$ cat src/rtl/uart_ram_pkg.sv
// Shared definitions for the UART-to-RAM command sequencer: state encoding,
// default command bytes and the inter-byte timeout derivation.
package uart_ram_pkg;

    localparam int unsigned STATE_W = 3;
    localparam int unsigned TO_W    = 32;

    typedef logic [STATE_W-1:0] state_t;

    localparam state_t S_IDLE  = 3'd0;
    localparam state_t S_ADDR  = 3'd1;
    localparam state_t S_LEN   = 3'd2;
    localparam state_t S_WDATA = 3'd3;
    localparam state_t S_RREQ  = 3'd4;
    localparam state_t S_RWAIT = 3'd5;
    localparam state_t S_RLAT  = 3'd6;
    localparam state_t S_TX    = 3'd7;

    localparam logic [7:0] CMD_WR_DEF = 8'h57;
    localparam logic [7:0] CMD_RD_DEF = 8'h52;

    // Timeout length in clock cycles from the clock frequency in MHz.
    function automatic int unsigned to_cyc(input int unsigned clk_fre,
                                           input int unsigned timeout_us);
        return clk_fre * timeout_us;
    endfunction

endpackage

$ cat src/rtl/uart_ram_timeout.sv
// Clearable inter-byte timeout counter; expire_o is high while the count
// sits at TO_CYC-1 in an enabled state.
module uart_ram_timeout
    import uart_ram_pkg::*;
#(
    parameter int unsigned TO_CYC = 50000
) (
    input  logic clk,
    input  logic rst_n,
    input  logic en_i,
    input  logic clr_i,
    output logic expire_o
);

    localparam logic [TO_W-1:0] TERM = TO_W'(TO_CYC - 1);

    logic [TO_W-1:0] cnt_q, cnt_d;
    logic            expire_q, expire_d;

    // Count up while enabled, saturating at the terminal value.
    always_comb begin
        cnt_d    = cnt_q;
        expire_d = 1'b0;
        if (clr_i || !en_i) begin
            cnt_d = '0;
        end else if (cnt_q != TERM) begin
            cnt_d = cnt_q + TO_W'(1);
        end
        expire_d = en_i && !clr_i && (cnt_d == TERM);
    end

    always_ff @(posedge clk or negedge rst_n) begin
        if (!rst_n) begin
            cnt_q    <= '0;
            expire_q <= 1'b0;
        end else begin
            cnt_q    <= cnt_d;
            expire_q <= expire_d;
        end
    end

    assign expire_o = expire_q;

endmodule

$ cat src/rtl/uart_ram_ctrl.sv
// Command sequencer between uart_rx, a single-port synchronous RAM and
// uart_tx. Frames: cmd, addr, len, then len payload bytes for writes.
module uart_ram_ctrl
    import uart_ram_pkg::*;
#(
    parameter int unsigned ADDR_W     = 8,
    parameter int unsigned CLK_FRE    = 50,
    parameter int unsigned TIMEOUT_US = 1000,
    parameter logic [7:0]  CMD_WR     = CMD_WR_DEF,
    parameter logic [7:0]  CMD_RD     = CMD_RD_DEF
) (
    input  logic              clk,
    input  logic              rst_n,
    input  logic [7:0]        rx_data,
    input  logic              rx_data_valid,
    output logic              rx_data_ready,
    output logic              ram_we,
    output logic [ADDR_W-1:0] ram_addr,
    output logic [7:0]        ram_wdata,
    input  logic [7:0]        ram_rdata,
    output logic [7:0]        tx_data,
    output logic              tx_data_valid,
    input  logic              tx_data_ready,
    output logic              busy,
    output logic              done,
    output logic              err
);

    localparam int unsigned TO_CYC = to_cyc(CLK_FRE, TIMEOUT_US);

    state_t            state_q, state_d;
    logic              rx_ready_c;
    logic              accept;
    logic              to_en, to_clr, to_expire, to_fire;
    logic              tx_hs;
    logic              is_cmd;

    logic              dir_rd_q, dir_rd_d;
    logic [ADDR_W-1:0] ptr_q, ptr_d;
    logic [7:0]        cnt_q, cnt_d;
    logic              ram_we_q, ram_we_d;
    logic [ADDR_W-1:0] ram_addr_q, ram_addr_d;
    logic [7:0]        ram_wdata_q, ram_wdata_d;
    logic [7:0]        tx_data_q, tx_data_d;
    logic              tx_valid_q, tx_valid_d;
    logic              busy_q, busy_d;
    logic              done_q, done_d;
    logic              err_q, err_d;

    // Receiver is only accepted while parsing the frame header or write payload.
    always_comb begin
        rx_ready_c = 1'b0;
        case (state_q)
            S_IDLE, S_ADDR, S_LEN, S_WDATA: rx_ready_c = 1'b1;
            default:                        rx_ready_c = 1'b0;
        endcase
    end

    assign rx_data_ready = rx_ready_c && rst_n;
    assign accept        = rx_data_valid && rx_data_ready;
    assign to_en         = rx_ready_c && (state_q != S_IDLE);
    assign to_fire       = to_expire && to_en && !accept;
    assign tx_hs         = tx_valid_q && tx_data_ready;
    assign is_cmd        = (rx_data == CMD_WR) || (rx_data == CMD_RD);
    assign to_clr        = accept || (state_d != state_q);

    uart_ram_timeout #(
        .TO_CYC (TO_CYC)
    ) u_timeout (
        .clk      (clk),
        .rst_n    (rst_n),
        .en_i     (to_en),
        .clr_i    (to_clr),
        .expire_o (to_expire)
    );

    always_ff @(posedge clk or negedge rst_n) begin
        if (!rst_n) begin
            state_q <= S_IDLE;
        end else begin
            state_q <= state_d;
        end
    end

    // Next-state logic; an accepted byte always wins over a coincident timeout.
    always_comb begin
        state_d = state_q;
        case (state_q)
            S_IDLE: begin
                if (accept && is_cmd) state_d = S_ADDR;
            end
            S_ADDR: begin
                if (accept)       state_d = S_LEN;
                else if (to_fire) state_d = S_IDLE;
            end
            S_LEN: begin
                if (accept) begin
                    if (rx_data == 8'd0) state_d = S_IDLE;
                    else if (dir_rd_q)   state_d = S_RREQ;
                    else                 state_d = S_WDATA;
                end else if (to_fire) begin
                    state_d = S_IDLE;
                end
            end
            S_WDATA: begin
                if (accept) begin
                    if (cnt_q == 8'd1) state_d = S_IDLE;
                end else if (to_fire) begin
                    state_d = S_IDLE;
                end
            end
            S_RREQ:  state_d = S_RWAIT;
            S_RWAIT: state_d = S_RLAT;
            S_RLAT:  state_d = S_TX;
            S_TX: begin
                if (tx_hs) state_d = (cnt_q == 8'd1) ? S_IDLE : S_RREQ;
            end
            default: state_d = S_IDLE;
        endcase
    end

    // Datapath and registered-output next values.
    always_comb begin
        dir_rd_d    = dir_rd_q;
        ptr_d       = ptr_q;
        cnt_d       = cnt_q;
        ram_we_d    = 1'b0;
        ram_addr_d  = ram_addr_q;
        ram_wdata_d = ram_wdata_q;
        tx_data_d   = tx_data_q;
        tx_valid_d  = tx_valid_q;
        done_d      = 1'b0;
        err_d       = 1'b0;
        busy_d      = (state_d != S_IDLE);
        case (state_q)
            S_IDLE: begin
                if (accept) begin
                    if (is_cmd) dir_rd_d = (rx_data == CMD_RD);
                    else        err_d    = 1'b1;
                end
            end
            S_ADDR: begin
                if (accept)       ptr_d = ADDR_W'(rx_data);
                else if (to_fire) err_d = 1'b1;
            end
            S_LEN: begin
                if (accept) begin
                    if (rx_data == 8'd0) err_d = 1'b1;
                    else                 cnt_d = rx_data;
                end else if (to_fire) begin
                    err_d = 1'b1;
                end
            end
            S_WDATA: begin
                if (accept) begin
                    ram_we_d    = 1'b1;
                    ram_addr_d  = ptr_q;
                    ram_wdata_d = rx_data;
                    ptr_d       = ptr_q + ADDR_W'(1);
                    cnt_d       = cnt_q - 8'd1;
                    done_d      = (cnt_q == 8'd1);
                end else if (to_fire) begin
                    err_d = 1'b1;
                end
            end
            S_RREQ: begin
                ram_addr_d = ptr_q;
            end
            S_RLAT: begin
                tx_data_d  = ram_rdata;
                tx_valid_d = 1'b1;
            end
            S_TX: begin
                if (tx_hs) begin
                    tx_valid_d = 1'b0;
                    ptr_d      = ptr_q + ADDR_W'(1);
                    cnt_d      = cnt_q - 8'd1;
                    done_d     = (cnt_q == 8'd1);
                end
            end
            default: ;
        endcase
    end

    always_ff @(posedge clk or negedge rst_n) begin
        if (!rst_n) begin
            dir_rd_q    <= 1'b0;
            ptr_q       <= '0;
            cnt_q       <= '0;
            ram_we_q    <= 1'b0;
            ram_addr_q  <= '0;
            ram_wdata_q <= '0;
            tx_data_q   <= '0;
            tx_valid_q  <= 1'b0;
            busy_q      <= 1'b0;
            done_q      <= 1'b0;
            err_q       <= 1'b0;
        end else begin
            dir_rd_q    <= dir_rd_d;
            ptr_q       <= ptr_d;
            cnt_q       <= cnt_d;
            ram_we_q    <= ram_we_d;
            ram_addr_q  <= ram_addr_d;
            ram_wdata_q <= ram_wdata_d;
            tx_data_q   <= tx_data_d;
            tx_valid_q  <= tx_valid_d;
            busy_q      <= busy_d;
            done_q      <= done_d;
            err_q       <= err_d;
        end
    end

    assign ram_we        = ram_we_q;
    assign ram_addr      = ram_addr_q;
    assign ram_wdata     = ram_wdata_q;
    assign tx_data       = tx_data_q;
    assign tx_data_valid = tx_valid_q;
    assign busy          = busy_q;
    assign done          = done_q;
    assign err           = err_q;

endmodule

$ cat config.mk
export PLATFORM = sky130hd
export DESIGN_NAME = uart_ram_ctrl
export DESIGN_NICKNAME = d
export VERILOG_FILES = /design/src/rtl/uart_ram_pkg.sv /design/src/rtl/uart_ram_timeout.sv /design/src/rtl/uart_ram_ctrl.sv
export SDC_FILE = /design/constraint.sdc
export NUM_CORES = 1
export LEC_CHECK = 0
export CORE_AREA = 3 3 66 130
export CTS_BUF_LIST = sky130_fd_sc_hd__clkbuf_8
export CTS_CLUSTER_DIAMETER = 60
export DETAILED_ROUTE_END_ITERATION = 10
export DIE_AREA = 0 0 69 133
export HOLD_SLACK_MARGIN = 0.15
export PLACE_DENSITY_LB_ADDON = 0.15
export REMOVE_ABC_BUFFERS = 1
export SYNTH_ARGS = -nofsm -noshare
export SYNTH_HDL_FRONTEND = slang
export SYNTH_SLANG_ARGS = --single-unit
export TNS_END_PERCENT = 100
$ cat constraint.sdc
create_clock -name clk -period 3.2 [get_ports clk]
set_input_delay 0.64 -clock clk [delete_from_list [all_inputs] [get_ports clk]]
set_output_delay 0.64 -clock clk [all_outputs]
set_load 0.01 [all_outputs]
==> results of run 1 <==
==> worst max-delay path, cell delays in order <==
cell and delay, ps:
dlygate4sd3_1 520, buf_4 220, nor2b_1 190, clkdlybuf4s50_1 560
==> logic make-up after synthesis <==
family | Yosys count | share of synthesized area [%]
compound gates | 82 | 11.5
fa+ha+maj | 4 | 1.13
buf+inv | 32 | 3.08
xor+xnor | 34 | 6.72
mux | 28 | 7.06
flops | 82 | 46.3
simple gates | 210 | 24.3
==> report_power, final <==
group          internal (mW)  total, mW  switching, mW
clock network          0.367      0.774          0.406
logic                  0.777       1.53          0.757
registers               1.33       1.63          0.293
==> sequential cells by signal (all words and copies together) (netlist names) <==
| name | cells |
|---|---|
| tx_data_valid | 1 |
| cnt_q | 8 |
| tx_data | 8 |
| ptr_q | 8 |
| ram_we | 1 |
| dir_rd_q | 1 |
| state_q | 3 |
| err | 1 |
| u_timeout.cnt_q | 32 |
| busy | 1 |
| ram_addr | 8 |
| u_timeout.expire_o | 1 |
| done | 1 |
| ram_wdata | 8 |
==> final cells by class <==
class	count	area share (%)
Clock buffer	9	2.34
Clock inverter	7	1.44
Inverter	8	0.568
Multi-Input combinational cell	358	42.4
Sequential cell	82	38.8
Tap cell	94	2.22
Timing Repair Buffer	70	12.2
==> worst max-delay path by stage <==
stage	from	to	slack, ps	depth (start not counted)
global placement	rx_data[7]	busy	470	8
detailed placement	rx_data[7]	cnt_q[0]	430	9
floorplan	u_timeout.cnt_q[13]	u_timeout.expire_o	720	7
CTS	rst_n	rx_data_ready	390	4
finish	rst_n	rx_data_ready	410	4
global route	u_timeout.cnt_q[2]	u_timeout.expire_o	260	7
==> placed cells by master, fill, tap and decap left out, types with 3 or more instances in the layout <==
master,synthesis,routed
o21a_1,4,4
xnor2_1,17,17
or4_1,3,3
nor2b_1,4,4
nor4_1,7,7
mux2_2,26,26
a22oi_1,3,3
o22ai_1,4,4
xor2_1,17,17
nand3_1,27,27
clkdlybuf4s50_1,0,48
a31oi_1,7,7
nand2_1,42,42
and2_1,4,4
a21oi_1,22,22
or3_1,4,4
o21ai_0,25,25
nor3_1,17,17
clkbuf_8,1,9
inv_6,0,3
nor2_1,57,57
and4_1,8,8
buf_4,0,21
dfrtp_1,82,82
ha_1,4,4
inv_1,8,8
o31ai_1,3,3
nand4_1,21,21
==> stage by stage <==
| stage | hold slack, ps | cell area (sq um) | total power [mW] |
|---|---|---|---|
| after global routing | 528 | 5290 | 4.20 |
| after global placement | 488 | 5080 | 3.12 |
| after CTS | 511 | 5290 | 3.95 |
| after floorplan | 344 | 4330 | 2.43 |
| final | 509 | 5290 | 3.94 |
| after detailed placement | 492 | 5080 | 3.18 |
==> repair_timing <==
action                     CTS  global route
hold buffers                 1             0
setup endpoints to repair    0             0
hold endpoints to repair    11             0
==> synth_stat cells (5+ instances only) <==
master,number,area [sq um]
nor4_1,7,43.8
xnor2_1,17,149
nand3_1,27,135
nand2_1,42,158
and4_1,8,70.1
o21ai_0,25,125
clkbuf_1,16,60.1
mux2_2,26,293
a31oi_1,7,43.8
xor2_1,17,149
nand4_1,21,131
a21oi_1,22,110
dfrtp_1,82,2050
inv_1,8,30.0
nor2_1,57,214
nor3_1,17,85.1
buf_2,5,25.0
==> per-layer routing <==
metal	global-route usage, %	share of wire, %
met1	27.1	35
met2	48.2	55
met3	4.79	4.2
met4	15.8	5.7
met5	0	0
==> results_dict.tcl, run 1 <==
set metrics [dict create \
    status "completed" \
    setup_violations 0 \
    antenna_left 0 \
    ioPinCount 50 \
    fin_crit_sh_pct 87.1 \
    crit_path_end_kind "primary output" \
    first_global_vias 3885 \
    dpl.hpwl_um 8820 \
    ys_ff_latch 82 \
    dpl_worst_slack_ps 427 \
    synthArstFlopShare_pct 100 \
    place_congestion 0.950 \
    coreArea_sq_um 7660 \
    leakage_nw 2.12 \
    netlist_area_sq_um 4430 \
    r2r_start "u_timeout.cnt_q[12]" \
    clk_pin_slew_ps 80 \
    routed_wl_um 11600 \
    io_buffers 49 \
    reg2reg_to "u_timeout.expire_o" \
    rows 45 \
    tns_ps 0 \
    hold_viol_final 0 \
    synth_ff_type "dfrtp_1" \
    grt_overflow 0 \
    die_x_um 69 \
    ir_worst_vdd_uv 393 \
    multi_input_area_sq_um 2240 \
    dieArea_sq_um 9180 \
    synth_edf_count 0 \
    numCtsBuffers 9 \
    startpoint_type "primary input" \
    final_cell_count_no_fill 628 \
    diodes 0 \
    drv_cap 0 \
    worstPathArrival_ps 2150 \
    yosysSeqAreaShare_pct 46.3 \
    antenna_found_initial 0 \
    clk_latency_ps 360 \
    clockBufferDepth 2 \
    grt_setup_unrepaired "no" \
    drt_iter0_markers 370 \
    register_area_sq_um 2050 \
    rrSetupSlack_ps 500 \
    synth_area_per_cell_sq_um 9.39 \
    grtUsageTotal_pct 26.3 \
    post_cts_resized 0 \
    yosysWarnings 0 \
    nFillCells 631 \
    final_core_util_pct 69.1 \
    place.detailed.instances 611 \
    crit_fanout 16 \
    ff2ff_path_depth 7 \
    critPathRequiredTime_ps 2560 \
    syn2layout_area_growth_pct 19.4 \
    hold_depth 1 \
    drv_slew 0 \
    synth_cells 472 \
    cts_tree "done" \
    power_density_nw_per_um2 744 \
    cts_sinks 82 \
    fmax_mhz 359 \
    skew_ps 11.0 \
    grt_max_degree 44 \
    worstHoldPathType "reg2reg" \
    avgRoutedWirePerCell_um 18.5 \
    firstDrtPassIters 5 \
    critPathKind "in2out" \
    hp-start "tx_data[1]" \
    die_h_um 133 \
    drive_gt1_share_pct 12.9 \
    synth.distinct_cells 52 \
    slew_headroom_pct 55.3 \
    setup_slack_ps 411 \
    min_to "tx_data[1]" \
    drc_errors 0 \
    tightest_slew_ps 663 \
    min_period_ps 2790 \
    initial_core_util_pct 57.9 \
    h-tree-depth 3 \
    vias_per_cell 6.15 \
    root_buffer "clkbuf_8" \
    via_count 3865 \
    nNetsFinal 553 \
    post_cts_buffers 0 \
    grt_first_pass_wirelength_um 19200 \
]
(Power assumes the default switching activity.)
==> run 2, diff against run 1 <==
SETUP_SLACK_MARGIN = 0.2   (was not set)
==> results of run 2 <==
No change in the layout: final DEF, timing and power equal those of run 1.
